--- src/rtl/serial_shift_unit_if.sv ---
// Operand/handshake bundle between the register-read stage and the
// multi-cycle shifter. Clock and reset are plain ports on the shifter itself.
interface serial_shift_unit_if;
  logic        start;
  logic        kill;
  logic [31:0] rs1;
  logic [31:0] rs2;
  logic [1:0]  ctrl_shift_op;
  logic        ready;
  logic        busy;
  logic        done;
  logic [31:0] rd;

  // Issuing side (execute-stage control / testbench)
  modport master (
    output start, kill, rs1, rs2, ctrl_shift_op,
    input  ready, busy, done, rd
  );

  // Shifter side
  modport slave (
    input  start, kill, rs1, rs2, ctrl_shift_op,
    output ready, busy, done, rd
  );
endinterface

--- src/rtl/serial_shift_unit.sv ---
// Multi-cycle SLL/SRL/SRA unit for a small RV32EC core. Shifts STEP bits per
// cycle from an accumulator and pulses done for one cycle when rd is valid.
// Optional build macro: SHIFT_FASTSTEP_EN -- while the remaining count is at
// least 8, a cycle shifts by 8 instead of STEP (same results, shorter latency).
//
// state   | meaning
// --------+-----------------------------------------------------------
// S_IDLE  | waiting for start; rd holds the last result
// S_SHIFT | shifting r_acc, r_count holds the remaining amount
// S_DONE  | one-cycle result pulse; a new start may be accepted here
module serial_shift_unit #(
  parameter int STEP = 1
) (
  input  logic              i_clk,
  input  logic              i_rst_n,
  serial_shift_unit_if.slave if_bus
);

  // Only power-of-two steps up to a byte are supported by the datapath.
  if (!(STEP == 1 || STEP == 2 || STEP == 4 || STEP == 8)) begin : g_bad_step
    $error("serial_shift_unit: STEP must be 1, 2, 4 or 8");
  end

  localparam logic [4:0] LP_STEP = 5'(STEP);

  localparam logic [1:0] OP_SLL = 2'b00;
  localparam logic [1:0] OP_SRL = 2'b10;
  localparam logic [1:0] OP_SRA = 2'b11;

  typedef enum logic [1:0] {
    S_IDLE  = 2'b00,
    S_SHIFT = 2'b01,
    S_DONE  = 2'b10
  } state_t;

  state_t      r_state;
  state_t      w_state_nxt;
  logic [31:0] r_acc;
  logic [4:0]  r_count;
  logic [1:0]  r_op;

  logic        w_ready;
  logic        w_busy;
  logic        w_done;
  logic        w_accept;
  logic        w_trivial;
  logic [4:0]  w_step_shamt;
  logic [4:0]  w_shamt;
  logic [4:0]  w_count_left;
  logic [31:0] w_acc_shifted;
  logic        w_unused_rs2_hi;

  // Amounts are modulo 32; the upper operand bits are deliberately ignored.
  assign w_unused_rs2_hi = ^if_bus.rs2[31:5];

  // Kill dominates start, so a flushed request is never accepted.
  assign w_accept  = if_bus.start & w_ready & ~if_bus.kill;

  // Zero amount or the undefined op code finish without shifting.
  assign w_trivial = (if_bus.rs2[4:0] == 5'd0) | (if_bus.ctrl_shift_op == 2'b01);

  // Clamp to the remaining count so r_count never underflows.
  assign w_step_shamt = (r_count < LP_STEP) ? r_count : LP_STEP;

`ifdef SHIFT_FASTSTEP_EN
  // Byte-sized strides while at least 8 positions remain.
  assign w_shamt = (r_count >= 5'd8) ? 5'd8 : w_step_shamt;
`else
  assign w_shamt = w_step_shamt;
`endif

  assign w_count_left = r_count - w_shamt;

  // One shift stride of the accumulator according to the latched op.
  always_comb begin
    w_acc_shifted = r_acc;
    case (r_op)
      OP_SLL:  w_acc_shifted = r_acc << w_shamt;
      OP_SRL:  w_acc_shifted = r_acc >> w_shamt;
      OP_SRA:  w_acc_shifted = $unsigned($signed(r_acc) >>> w_shamt);
      default: w_acc_shifted = r_acc;
    endcase
  end

  // State register.
  always_ff @(posedge i_clk or negedge i_rst_n) begin
    if (!i_rst_n) begin
      r_state <= S_IDLE;
    end else begin
      r_state <= w_state_nxt;
    end
  end

  // Next-state and output decode.
  always_comb begin
    w_state_nxt = r_state;
    w_ready     = 1'b1;
    w_busy      = 1'b0;
    w_done      = 1'b0;
    case (r_state)
      S_IDLE: begin
        if (w_accept) begin
          w_state_nxt = w_trivial ? S_DONE : S_SHIFT;
        end
      end
      S_SHIFT: begin
        w_ready = 1'b0;
        w_busy  = 1'b1;
        if (if_bus.kill) begin
          w_state_nxt = S_IDLE;
        end else if (w_count_left == 5'd0) begin
          w_state_nxt = S_DONE;
        end
      end
      S_DONE: begin
        w_done = 1'b1;
        if (w_accept) begin
          w_state_nxt = w_trivial ? S_DONE : S_SHIFT;
        end else begin
          w_state_nxt = S_IDLE;
        end
      end
      default: begin
        w_state_nxt = S_IDLE;
      end
    endcase
  end

  // Operand capture on accept, stride update while shifting; a kill in
  // S_SHIFT simply freezes the partial result.
  always_ff @(posedge i_clk or negedge i_rst_n) begin
    if (!i_rst_n) begin
      r_acc   <= 32'd0;
      r_count <= 5'd0;
      r_op    <= 2'b00;
    end else if (w_accept) begin
      r_acc   <= if_bus.rs1;
      r_count <= if_bus.rs2[4:0];
      r_op    <= if_bus.ctrl_shift_op;
    end else if (r_state == S_SHIFT && !if_bus.kill) begin
      r_acc   <= w_acc_shifted;
      r_count <= w_count_left;
    end
  end

  assign if_bus.ready = w_ready;
  assign if_bus.busy  = w_busy;
  assign if_bus.done  = w_done;
  assign if_bus.rd    = r_acc;

endmodule

--- src/flat_wrapper.sv ---
// flat-port wrapper written by rule: the top's interface ports become plain ports
module serial_shift_unit_flat 
#(
  parameter int STEP = 1
)
  (i_clk, i_rst_n, if_bus_start, if_bus_kill, if_bus_rs1, if_bus_rs2, if_bus_ctrl_shift_op, if_bus_ready, if_bus_busy, if_bus_done, if_bus_rd);
  serial_shift_unit_if if_bus_i ();
  input  logic i_clk;
  input  logic i_rst_n;
  input wire logic [$bits(if_bus_i.start)-1:0] if_bus_start;
  input wire logic [$bits(if_bus_i.kill)-1:0] if_bus_kill;
  input wire logic [$bits(if_bus_i.rs1)-1:0] if_bus_rs1;
  input wire logic [$bits(if_bus_i.rs2)-1:0] if_bus_rs2;
  input wire logic [$bits(if_bus_i.ctrl_shift_op)-1:0] if_bus_ctrl_shift_op;
  output wire logic [$bits(if_bus_i.ready)-1:0] if_bus_ready;
  output wire logic [$bits(if_bus_i.busy)-1:0] if_bus_busy;
  output wire logic [$bits(if_bus_i.done)-1:0] if_bus_done;
  output wire logic [$bits(if_bus_i.rd)-1:0] if_bus_rd;
  assign if_bus_i.start = if_bus_start;
  assign if_bus_i.kill = if_bus_kill;
  assign if_bus_i.rs1 = if_bus_rs1;
  assign if_bus_i.rs2 = if_bus_rs2;
  assign if_bus_i.ctrl_shift_op = if_bus_ctrl_shift_op;
  assign if_bus_ready = if_bus_i.ready;
  assign if_bus_busy = if_bus_i.busy;
  assign if_bus_done = if_bus_i.done;
  assign if_bus_rd = if_bus_i.rd;
  serial_shift_unit #(.STEP(STEP)) u_core (.i_clk(i_clk), .i_rst_n(i_rst_n), .if_bus(if_bus_i));
endmodule
--- config.mk ---
export PLATFORM = sky130hd
export DESIGN_NAME = serial_shift_unit_flat
export DESIGN_NICKNAME = d
export VERILOG_FILES = /design/src/rtl/serial_shift_unit_if.sv /design/src/rtl/serial_shift_unit.sv /design/src/flat_wrapper.sv
export SDC_FILE = /design/constraint.sdc
export NUM_CORES = 1
export LEC_CHECK = 0
export BUFFER_PORTS_ARGS = -buffer_cell sky130_fd_sc_hd__buf_2
export CORE_MARGIN = 3
export CORE_UTILIZATION = 50
export CTS_BUF_LIST = sky130_fd_sc_hd__clkbuf_4 sky130_fd_sc_hd__clkbuf_8 sky130_fd_sc_hd__clkbuf_16
export DETAILED_ROUTE_END_ITERATION = 8
export PLACE_DENSITY = 0.93
export SETUP_SLACK_MARGIN = 0.1
export SLEW_MARGIN = 20
export SYNTH_ARGS = -nofsm -noshare
export SYNTH_HDL_FRONTEND = slang
export SYNTH_SLANG_ARGS = --single-unit
export TNS_END_PERCENT = 20
--- constraint.sdc ---
create_clock -name i_clk -period 2.25 [get_ports i_clk]
set_clock_uncertainty 0.1 [all_clocks]
set_input_delay 0.45 -clock i_clk [delete_from_list [all_inputs] [get_ports i_clk]]
set_output_delay 0.45 -clock i_clk [all_outputs]
set_load 0.01 [all_outputs]
==> results.json, run 1 <==
{
  "outcome": "finished clean",
  "stdcell_count": 396,
  "crit_type": "reg -> out",
  "die_area_um2": 6490,
  "regArea_um2": 1030,
  "synth_top_area_cell": "dfrtp_1",
  "p_seq_share_pct": 34.9,
  "first_pass_iters": 4,
  "power_frac_clock_pct": 17.0,
  "ir_drop_v": 0.000637,
  "die_x_um": 80.6,
  "ios": 105,
  "start_util_pct": 53.1,
  "finalSetupViolations": 0,
  "comb_power_share_pct": 48.1,
  "grt_max_degree": 35,
  "power_density_nw_per_um2": 1220,
  "p_sw_share_pct": 39.1,
  "wire_per_inst_um": 17.6,
  "area_growth_pct": 21.7,
  "avgSynthCellArea_um2": 11.1,
  "p_int_mw": 2.52,
  "antenna_found_initial": 0,
  "end_kind": "primary output",
  "fp-row-count": 26,
  "p_total_mw": 4.14,
  "async_reset_ff_share_pct": 100,
  "drc_errors": 0,
  "grt.overflow.total": 0,
  "clk_latency_ns": 0.29,
  "syn_nets": 322,
  "viasPerCell": 5.97,
  "fin_crit_ns": 2.00,
  "place.gp.congestion": 0.943,
  "ys_ff_latch": 41,
  "cts_tree": "done",
  "hold_class": "in -> reg",
  "core_um2": 5240,
  "dpl.hpwl_mm": 4.88,
  "ys_seq_area_share_pct": 36.9,
  "syn_area_um2": 2780,
  "cp_max_fo": 8,
  "htree_num_levels": 2,
  "switchingPower_mw": 1.62,
  "synthDistinctLibCells": 37,
  "vias": 2365,
  "rsz0062_at_grt": "no",
  "cts_buffers": 5,
  "io_buffers": 77,
  "grt_pass1_wl_mm": 11.5,
  "nNetsFinal": 396,
  "cts_buffer_depth": 2,
  "fill_cells": 450,
  "multi_input_area_um2": 1610,
  "max_slew_margin_pct": 63.6,
  "cts_root_buf": "clkbuf_8",
  "finalCritPeriodShare_pct": 89.0,
  "cellLeakagePower_nw": 1.61,
  "layout_setup_ws_ns": 0.246,
  "slew_viol_final": 0,
  "fmax_ghz": 0.499,
  "grt_pass1_vias": 2350,
  "grtUsageTotal_pct": 22.6,
  "antennaDiodeCount": 0,
  "yosys_warnings": 0,
  "start_kind": "register",
  "netlist.area_leader.share_pct": 36.9,
  "post_cts_buffers": 0,
  "worst_pin_slew_ns": 0.545,
  "drtIter0Drc": 134,
  "critPathRequiredTime_ns": 1.70,
  "max-cap-violations": 0,
  "syn_inst": 251,
  "clkSinkCount": 41,
  "synth_area_leaders": "dfrtp_1, mux2i_1, a2bb2oi_2",
  "placed_cells": 387,
  "synth-edff-count": 0,
  "crit_arrival_ns": 1.45,
  "wirelength_mm": 6.97,
  "clkTransAtPathRegs_ns": 0.08,
  "die_h_um": 80.6,
  "ant_nets": 0,
  "drive_gt1_share_pct": 41.4,
  "finalHoldViolCount": 0,
  "synth-main-ff-cell": "dfrtp_1",
  "place_ws_ns": 0.272,
  "tns_ns": 0
}
timing repair:
item | 4_1_cts | 5_1_grt
setup endpoints to repair | 0 | 1
hold buffers | 1 | 0
gates resized for setup | 0 | 1
endpoints found under the hold margin | 10 | 0
logic make-up (layout without fill, tap and decap cells):
logic type | Yosys count | in the layout | synth area share, %
AO/OA/AOI/OAI | 87 | 87 | 28.5
adder cells (fa/ha/maj) | 1 | 1 | 0.450
buffers and inverters | 29 | 104 | 5.40
flip-flops | 41 | 41 | 36.9
multiplexers | 63 | 63 | 22.7
AND/OR/NAND/NOR | 30 | 30 | 5.99
cell usage after synthesis (3+ instances only):
cell type  number
nor2_1          4
buf_2           6
buf_6           4
a21oi_1         5
inv_1           5
a2bb2oi_2      30
o21ai_1         5
nor2b_1         3
dfrtp_1        41
clkbuf_1       11
mux2i_1        62
o21ai_0        36
nand2_1         7
power groups by stage:
stage / combinational, mW / sequential [mW] / clock, mW
2_1_floorplan: 1.32 / 1.50 / 0
3_3_place_gp: 1.92 / 1.43 / 0
5_1_grt: 2.21 / 1.50 / 0.759
4_1_cts: 2.01 / 1.44 / 0.720
3_5_place_dp: 2.01 / 1.46 / 0
6_report: 1.99 / 1.44 / 0.704
routing by layer:
metal	routed length, um	up-vias	GRT usage (%)
met4	78	0	5.24
met5	0	-	0
met2	3560	82	39.5
li1	-	1103	-
met3	355	8	4.15
met1	2980	1172	28.9
path summary, 6_finish.rpt:
path / to / start / cells after the start / slack, ns
max: if_bus_busy / u_core.r_state[1] / 4 / 0.25
min: u_core.r_op[1] / if_bus_ctrl_shift_op[1] / 2 / 0.31
max reg2reg: u_core.r_count[4] / u_core.r_count[1] / 7 / 0.28
min reg2reg: u_core.r_count[0] / u_core.r_count[0] / 2 / 0.44
max in group asynchronous: u_core.if_bus.rd[28] / i_rst_n / 3 / 1.05
min in group asynchronous: u_core.if_bus.rd[14] / i_rst_n / 2 / 0.46
final cells by class:
class / count / share of cell area, %
well taps: 70 / 2.59
flip-flops and latches: 41 / 30.4
inverters: 6 / 0.666
clock inverters: 3 / 1.92
multi-input cells: 181 / 47.7
clock buffers: 5 / 2.03
repair buffers: 90 / 14.7
sequential cells by signal, summed over array words and instances, names as in the netlist:
signal,cells
u_core.r_count,5
u_core.r_state,2
u_core.if_bus.rd,32
u_core.r_op,2
worst max-delay path: stages (launching register included):
cell and delay [ns]:
dfrtp_1 0.45, nand2b_1 0.26, buf_4 0.21, inv_2 0.11, buf_2 0.14
cell usage in the layout (no fill, tap or decap), types with 2 or more instances in the layout:
cell / n
nand2_1: 7
a2bb2oi_1: 2
o21ai_1: 5
buf_4: 11
nor3b_1: 2
a22oi_1: 2
a32oi_1: 2
nor2_1: 4
nand2b_1: 2
a2bb2oi_2: 30
inv_1: 5
o21ai_0: 36
bufinv_16: 2
clkbuf_8: 5
nor2b_1: 3
dfrtp_1: 40
mux2i_1: 62
nor4_1: 2
buf_2: 77
a21oi_1: 5
or2_2: 2
through the flow:
stage                     hold slack [ns]  area [um^2]  util [%]
after floorplan                    0.0544         2780         -
after global placement              0.239         3230      61.7
after detailed placement            0.248         3230      61.7
after CTS                           0.294         3380      64.5
after global routing                0.310         3380      64.6
final                               0.308         3380      64.6
No activity file was read; power rests on OpenSTA's default activity.
==> run 2, diff against run 1 <==
--- a/config.mk
+++ b/config.mk
@@ -5,12 +5,13 @@
 export SDC_FILE = /design/constraint.sdc
 export NUM_CORES = 1
 export LEC_CHECK = 0
-export BUFFER_PORTS_ARGS = -buffer_cell sky130_fd_sc_hd__buf_2
+export CAP_MARGIN = 20
 export CORE_MARGIN = 3
 export CORE_UTILIZATION = 50
 export CTS_BUF_LIST = sky130_fd_sc_hd__clkbuf_4 sky130_fd_sc_hd__clkbuf_8 sky130_fd_sc_hd__clkbuf_16
 export DETAILED_ROUTE_END_ITERATION = 8
-export PLACE_DENSITY = 0.93
+export DONT_BUFFER_PORTS = 1
+export PLACE_DENSITY = 0.77
 export SETUP_SLACK_MARGIN = 0.1
 export SLEW_MARGIN = 20
 export SYNTH_ARGS = -nofsm -noshare
==> run 2 against run 1 <==
Compared with the run above:
- sequential cell count is the same
- via count shrank 15%
- global-route usage shrank 2.2 points
==> results.json, run 2 (same netlist as run 1, synthesis figures left out) <==
{
  "grt.overflow.total": 0,
  "switchingPower_mw": 1.51,
  "slowest_delay_ns": 0.45,
  "grt_pass1_vias": 2007,
  "clkTransAtPathRegs_ns": 0.08,
  "reg2reg_setup_slack_ns": 0.31,
  "post_cts_resized": 0,
  "drc_errors": 0,
  "first_pass_iters": 4,
  "io_buffers": 0,
  "dpl.hpwl_mm": 4.22,
  "most-common-layout-cells": "mux2i_1, dfrtp_1, o21ai_0",
  "grt_pass1_wl_mm": 10.2,
  "fp-row-count": 26,
  "antenna_found_initial": 0,
  "finalCritPeriodShare_pct": 86.2,
  "cts_buffers": 5,
  "antennaDiodeCount": 0,
  "end_kind": "register",
  "power_frac_clock_pct": 13.1,
  "crit_type": "reg -> reg",
  "max-cap-violations": 0,
  "htree_num_levels": 2,
  "cts_root_buf": "clkbuf_8",
  "comb_power_share_pct": 41.9,
  "path_buf_inv": 0,
  "cts_tree": "done",
  "start_util_pct": 53.1,
  "drive_gt1_share_pct": 23.2,
  "power_density_nw_per_um2": 1220,
  "worst_pin_slew_ns": 0.587,
  "start_kind": "register",
  "fin_util_pct": 56.6,
  "outcome": "finished clean",
  "ios": 105,
  "die_x_um": 80.6,
  "rsz0062_at_grt": "no",
  "critical-path-top-delay-family": "simple AND/OR/NAND/NOR gates",
  "place.gp.congestion": 0.944,
  "holdWs_ns": 0.117,
  "viasPerCell": 6.26,
  "drtIter0Drc": 80,
  "slowest_stage": "dfrtp_1",
  "p_sw_share_pct": 41.8,
  "fin_crit_ns": 1.94,
  "grt_max_degree": 42,
  "area_growth_pct": 6.66,
  "fill_cells": 458,
  "clkSinkCount": 41,
  "final_common_cell": "mux2i_1",
  "crit_arrival_ns": 2.05,
  "die_area_um2": 6490,
  "cp_max_fo": 7,
  "wirelength_mm": 6.39,
  "vias": 2003,
  "ant_nets": 0,
  "max_slew_margin_pct": 60.9,
  "finalSetupViolations": 0,
  "wire_per_inst_um": 20.0,
  "critPathRequiredTime_ns": 2.36,
  "hold_class": "in -> reg",
  "core_um2": 5240,
  "fmax_ghz": 0.515,
  "p_seq_share_pct": 45.0,
  "die_h_um": 80.6,
  "nNetsFinal": 320,
  "largest_reg_flops": 32,
  "cp_cell_sequence": "nor4_1, or2_2, ha_1, nor4b_1, nor2b_1, a21oi_1, o21ai_1",
  "slew_viol_final": 0,
  "clk_latency_ns": 0.28,
  "grtUsageTotal_pct": 20.4,
  "ir_drop_v": 0.000650,
  "cellLeakagePower_nw": 1.32,
  "tns_ns": 0,
  "cts_buffer_depth": 2,
  "p_int_mw": 2.11,
  "finalHoldViolCount": 0
}
==> run 2: cell types whose count changed in the layout (fill, tap and decap cells not counted) <==
cell	previous run	this run
nor4b_1	0	1
nor4b_2	1	0
clkinv_2	1	2
buf_12	1	2
clkbuf_4	0	1
bufinv_16	2	0
buf_2	77	0
==> run 2: cell type report <==
| type | count | area (um^2) | area share (%) |
|---|---|---|---|
| multi-input cells | 181 | 1610 | 54.2 |
| flip-flops and latches | 41 | 1030 | 34.7 |
| repair buffers | 14 | 133 | 4.47 |
| well taps | 70 | 87.6 | 2.95 |
| clock buffers | 6 | 76.3 | 2.57 |
| inverters | 6 | 22.5 | 0.760 |
| clock inverters | 2 | 10.0 | 0.338 |
==> run 2: metal layers <==
| metal | vias up | share of wire (%) | global-route usage [%] |
|---|---|---|---|
| met5 | - | 0 | 0 |
| met4 | 0 | 0.39 | 4.56 |
| met3 | 2 | 7.5 | 6.28 |
| met2 | 72 | 47 | 32.2 |
| met1 | 988 | 45 | 27.3 |
| li1 | 941 | - | - |
==> run 2: metrics by stage <==
step / cell area [um^2] / total power [mW] / cells / setup WS (ns)
2_1_floorplan: 2780 / 2.82 / 251 / 0.495
3_3_place_gp: 2820 / 3.08 / 306 / 0.176
3_5_place_dp: 2820 / 3.15 / 306 / 0.133
4_1_cts: 2930 / 3.65 / 316 / 0.111
5_1_grt: 2960 / 3.92 / 320 / 0.131
6_report: 2960 / 3.62 / 320 / 0.310
==> run 2: power by group through the flow <==
stage | combinational (mW) | sequential (mW) | clock [mW]
final | 1.52 | 1.63 | 0.473
after global routing | 1.70 | 1.69 | 0.529
after CTS | 1.52 | 1.63 | 0.497
after detailed placement | 1.50 | 1.65 | 0
after global placement | 1.44 | 1.63 | 0
after floorplan | 1.32 | 1.50 | 0
==> run 2: worst paths after layout <==
kind / from / to / cells past startpoint
worst min register to register: u_core.r_count[0] / u_core.r_count[0] / 2
worst max-delay path: u_core.r_count[3] / u_core.r_count[2] / 7
worst max register to register: u_core.r_count[3] / u_core.r_count[2] / 7
max in group asynchronous: i_rst_n / u_core.r_op[1] / 2
worst min-delay path: if_bus_kill / u_core.r_state[0] / 1
min in group asynchronous: i_rst_n / u_core.if_bus.rd[24] / 2
==> run 2: timing repair <==
action / CTS / global route
hold buffers: 2 / 0
setup buffers: 0 / 4
setup endpoints to repair: 0 / 16
hold endpoints to repair: 41 / 0
==> run 3, diff against run 2 <==
--- a/config.mk
+++ b/config.mk
@@ -5,6 +5,7 @@
 export SDC_FILE = /design/constraint.sdc
 export NUM_CORES = 1
 export LEC_CHECK = 0
+export ABC_AREA = 1
 export CAP_MARGIN = 20
 export CORE_MARGIN = 3
 export CORE_UTILIZATION = 50
@@ -13,7 +14,6 @@
 export DONT_BUFFER_PORTS = 1
 export PLACE_DENSITY = 0.77
 export SETUP_SLACK_MARGIN = 0.1
-export SLEW_MARGIN = 20
 export SYNTH_ARGS = -nofsm -noshare
 export SYNTH_HDL_FRONTEND = slang
 export SYNTH_SLANG_ARGS = --single-unit
==> constraint.sdc (replaced) <==
create_clock -name i_clk -period 2.25 [get_ports i_clk]
set_clock_uncertainty 0.1 [all_clocks]
set_input_delay 0.225 -clock i_clk [delete_from_list [all_inputs] [get_ports i_clk]]
set_output_delay 0.225 -clock i_clk [all_outputs]
set_load 0.01 [all_outputs]
==> run 3 against run 2 <==
Compared with the run above:
- via count up 37%
- global-route usage up 1.7 points
- sequential share of layout area down 1.1 points
- critical path depth up 3
- critical path type unchanged
==> results.json, run 3 <==
{
  "layout_setup_ws_ns": 0.380,
  "max_slew_margin_pct": 58.0,
  "synth-main-ff-cell": "dfrtp_1",
  "wl_met3_um": 542,
  "syn_nets": 514,
  "slowest_delay_ns": 0.43,
  "max-cap-violations": 0,
  "drtIter0Drc": 143,
  "crit_type": "reg -> reg",
  "cts_buffer_depth": 2,
  "fin_util_pct": 57.6,
  "yosys.cell_count.top_type": "nand2_1",
  "antenna_found_initial": 0,
  "cellLeakagePower_nw": 1.69,
  "die_x_um": 81.5,
  "slew_viol_final": 0,
  "dpl.hpwl_mm": 4.80,
  "clkSinkCount": 41,
  "grtUsageTotal_pct": 22.1,
  "largest_reg_flops": 32,
  "cts_buffers": 5,
  "drc_errors": 0,
  "fp-row-count": 26,
  "finalSetupViolations": 0,
  "slowest_stage": "dfrtp_1",
  "place.gp.congestion": 0.781,
  "cp_max_fo": 27,
  "path_buf_inv": 3,
  "ir_drop_v": 0.000500,
  "wirelength_mm": 6.91,
  "place_ws_ns": 0.400,
  "first_pass_iters": 4,
  "fmax_ghz": 0.535,
  "wl_met1_mm": 2.91,
  "nNetsFinal": 513,
  "holdWs_ns": 0.0191,
  "hold_class": "in -> reg",
  "start_kind": "register",
  "ant_nets": 0,
  "die_area_um2": 6640,
  "post_cts_buffers": 0,
  "clk_latency_ns": 0.29,
  "htree_num_levels": 2,
  "syn_inst": 443,
  "start_util_pct": 53.8,
  "critPathRequiredTime_ns": 2.35,
  "route.met2.wl_mm": 3.39,
  "finalHoldViolCount": 0,
  "antennaDiodeCount": 0,
  "drive_gt1_share_pct": 11.3,
  "cp_cell_sequence": "inv_2, nand2_4, nand2_4, nand3_4, nand2_8, inv_6, nand2_8, nand2_1, nand2_1, inv_1",
  "rsz0062_at_grt": "no",
  "wire_per_inst_um": 13.5,
  "viasPerCell": 5.34,
  "vias": 2739,
  "final_common_cell": "nand2_1",
  "crit_arrival_ns": 1.97,
  "worst_pin_slew_ns": 0.630,
  "yosys_warnings": 0,
  "tns_ns": 0,
  "grt.overflow.total": 0,
  "avgSynthCellArea_um2": 6.43,
  "grt_pass1_wl_mm": 11.6,
  "ys_seq_area_share_pct": 36.0,
  "ios": 105,
  "synth_top_area_cell": "dfrtp_1",
  "finalCritPeriodShare_pct": 83.1,
  "power_density_nw_per_um2": 1230,
  "area_growth_pct": 7.16,
  "synth-edff-count": 0,
  "netlist.area_leader.share_pct": 36.0,
  "ys_ff_latch": 41,
  "synth_common_cells": "nand2_1, dfrtp_1, inv_1, nand3_1, o21ai_0",
  "critical-path-top-delay-family": "simple AND/OR/NAND/NOR gates",
  "grt_pass1_vias": 2578,
  "cts_tree": "done",
  "die_h_um": 81.5,
  "async_reset_ff_share_pct": 100,
  "fin_crit_ns": 1.87,
  "core_um2": 5300,
  "cts_root_buf": "clkbuf_8",
  "syn_area_um2": 2850,
  "end_kind": "register",
  "p_total_mw": 3.76,
  "synth_area_leaders": "dfrtp_1, nand2_1, nand3_1",
  "synthDistinctLibCells": 29,
  "most-common-layout-cells": "nand2_1, dfrtp_1, inv_1, nand3_1, o21ai_0",
  "clkTransAtPathRegs_ns": 0.08,
  "outcome": "finished clean",
  "grt_max_degree": 42,
  "routed.top_layer": "met4",
  "io_buffers": 0
}
## run 3: cell count changes in the layout (fill, tap and decap cells not counted), sizes merged, moves of 5 or more
cell         before  now
nand2             7  221
mux2i            62    0
inv               6   39
nand3             2   35
a2bb2oi          32    0
nor2              4   21
or2               2   15
o21ai            41   32
buf              13    7
dlygate4sd3       1    6
## run 3: kinds of logic after synthesis
group,after synthesis,share of synthesized area [%]
simple gates,296,45.6
buf+inv,60,9.35
compound gates,45,8.65
flops,41,36.0
fa+ha+maj,1,0.439
## run 3: layer usage
metal	vias up	global-route usage, %
li1	1374	-
met1	1256	28.4
met2	102	36.6
met3	7	4.61
met4	0	7.94
met5	-	0
## run 3: final cells by class
class / count / area [um^2]
Multi-Input combinational cell: 342 / 1560
Tap cell: 70 / 87.6
Sequential cell: 41 / 1030
Clock buffer: 8 / 91.3
Fill cell: 510 / 2250
Inverter: 39 / 154
Timing Repair Buffer: 13 / 138
## run 3: worst register-to-register path: stages, from the launching register on
cell	delay, ns
dfrtp_1	0.43
inv_2	0.10
nand2_4	0.09
nand2_4	0.27
nand3_4	0.15
nand2_8	0.17
inv_6	0.14
nand2_8	0.16
nand2_1	0.07
nand2_1	0.06
inv_1	0.03
## run 3: power breakdown
part	switching [mW]	total (mW)	internal [mW]
clock network	0.254	0.511	0.257
logic	1.05	1.67	0.626
registers	0.516	1.57	1.06
total	1.82	3.76	1.94
## run 3: through the flow
stage          instance area, um^2  instances
2_1_floorplan                 2850        443
3_3_place_gp                  2880        498
3_5_place_dp                  2880        498
4_1_cts                       3050        513
5_1_grt                       3050        513
6_report                      3050        513
## run 3: repair_timing
action	in CTS	in global routing
hold endpoints to repair	46	0
resized for setup	0	0
hold buffers	7	0
## run 3: path summary, 6_finish.rpt
| check | from | endpoint | slack, ns | depth (start not counted) |
|---|---|---|---|---|
| setup / recovery | u_core.r_state[1] | u_core.if_bus.rd[30] | 0.38 | 10 |
| hold / removal | if_bus_ctrl_shift_op[0] | u_core.r_op[0] | 0.02 | 2 |
| setup reg to reg | u_core.r_state[1] | u_core.if_bus.rd[30] | 0.38 | 10 |
| hold reg to reg | u_core.r_count[0] | u_core.r_count[0] | 0.44 | 2 |
| max in group asynchronous | i_rst_n | u_core.if_bus.rd[19] | 1.55 | 2 |
| min in group asynchronous | i_rst_n | u_core.if_bus.rd[5] | 0.30 | 2 |
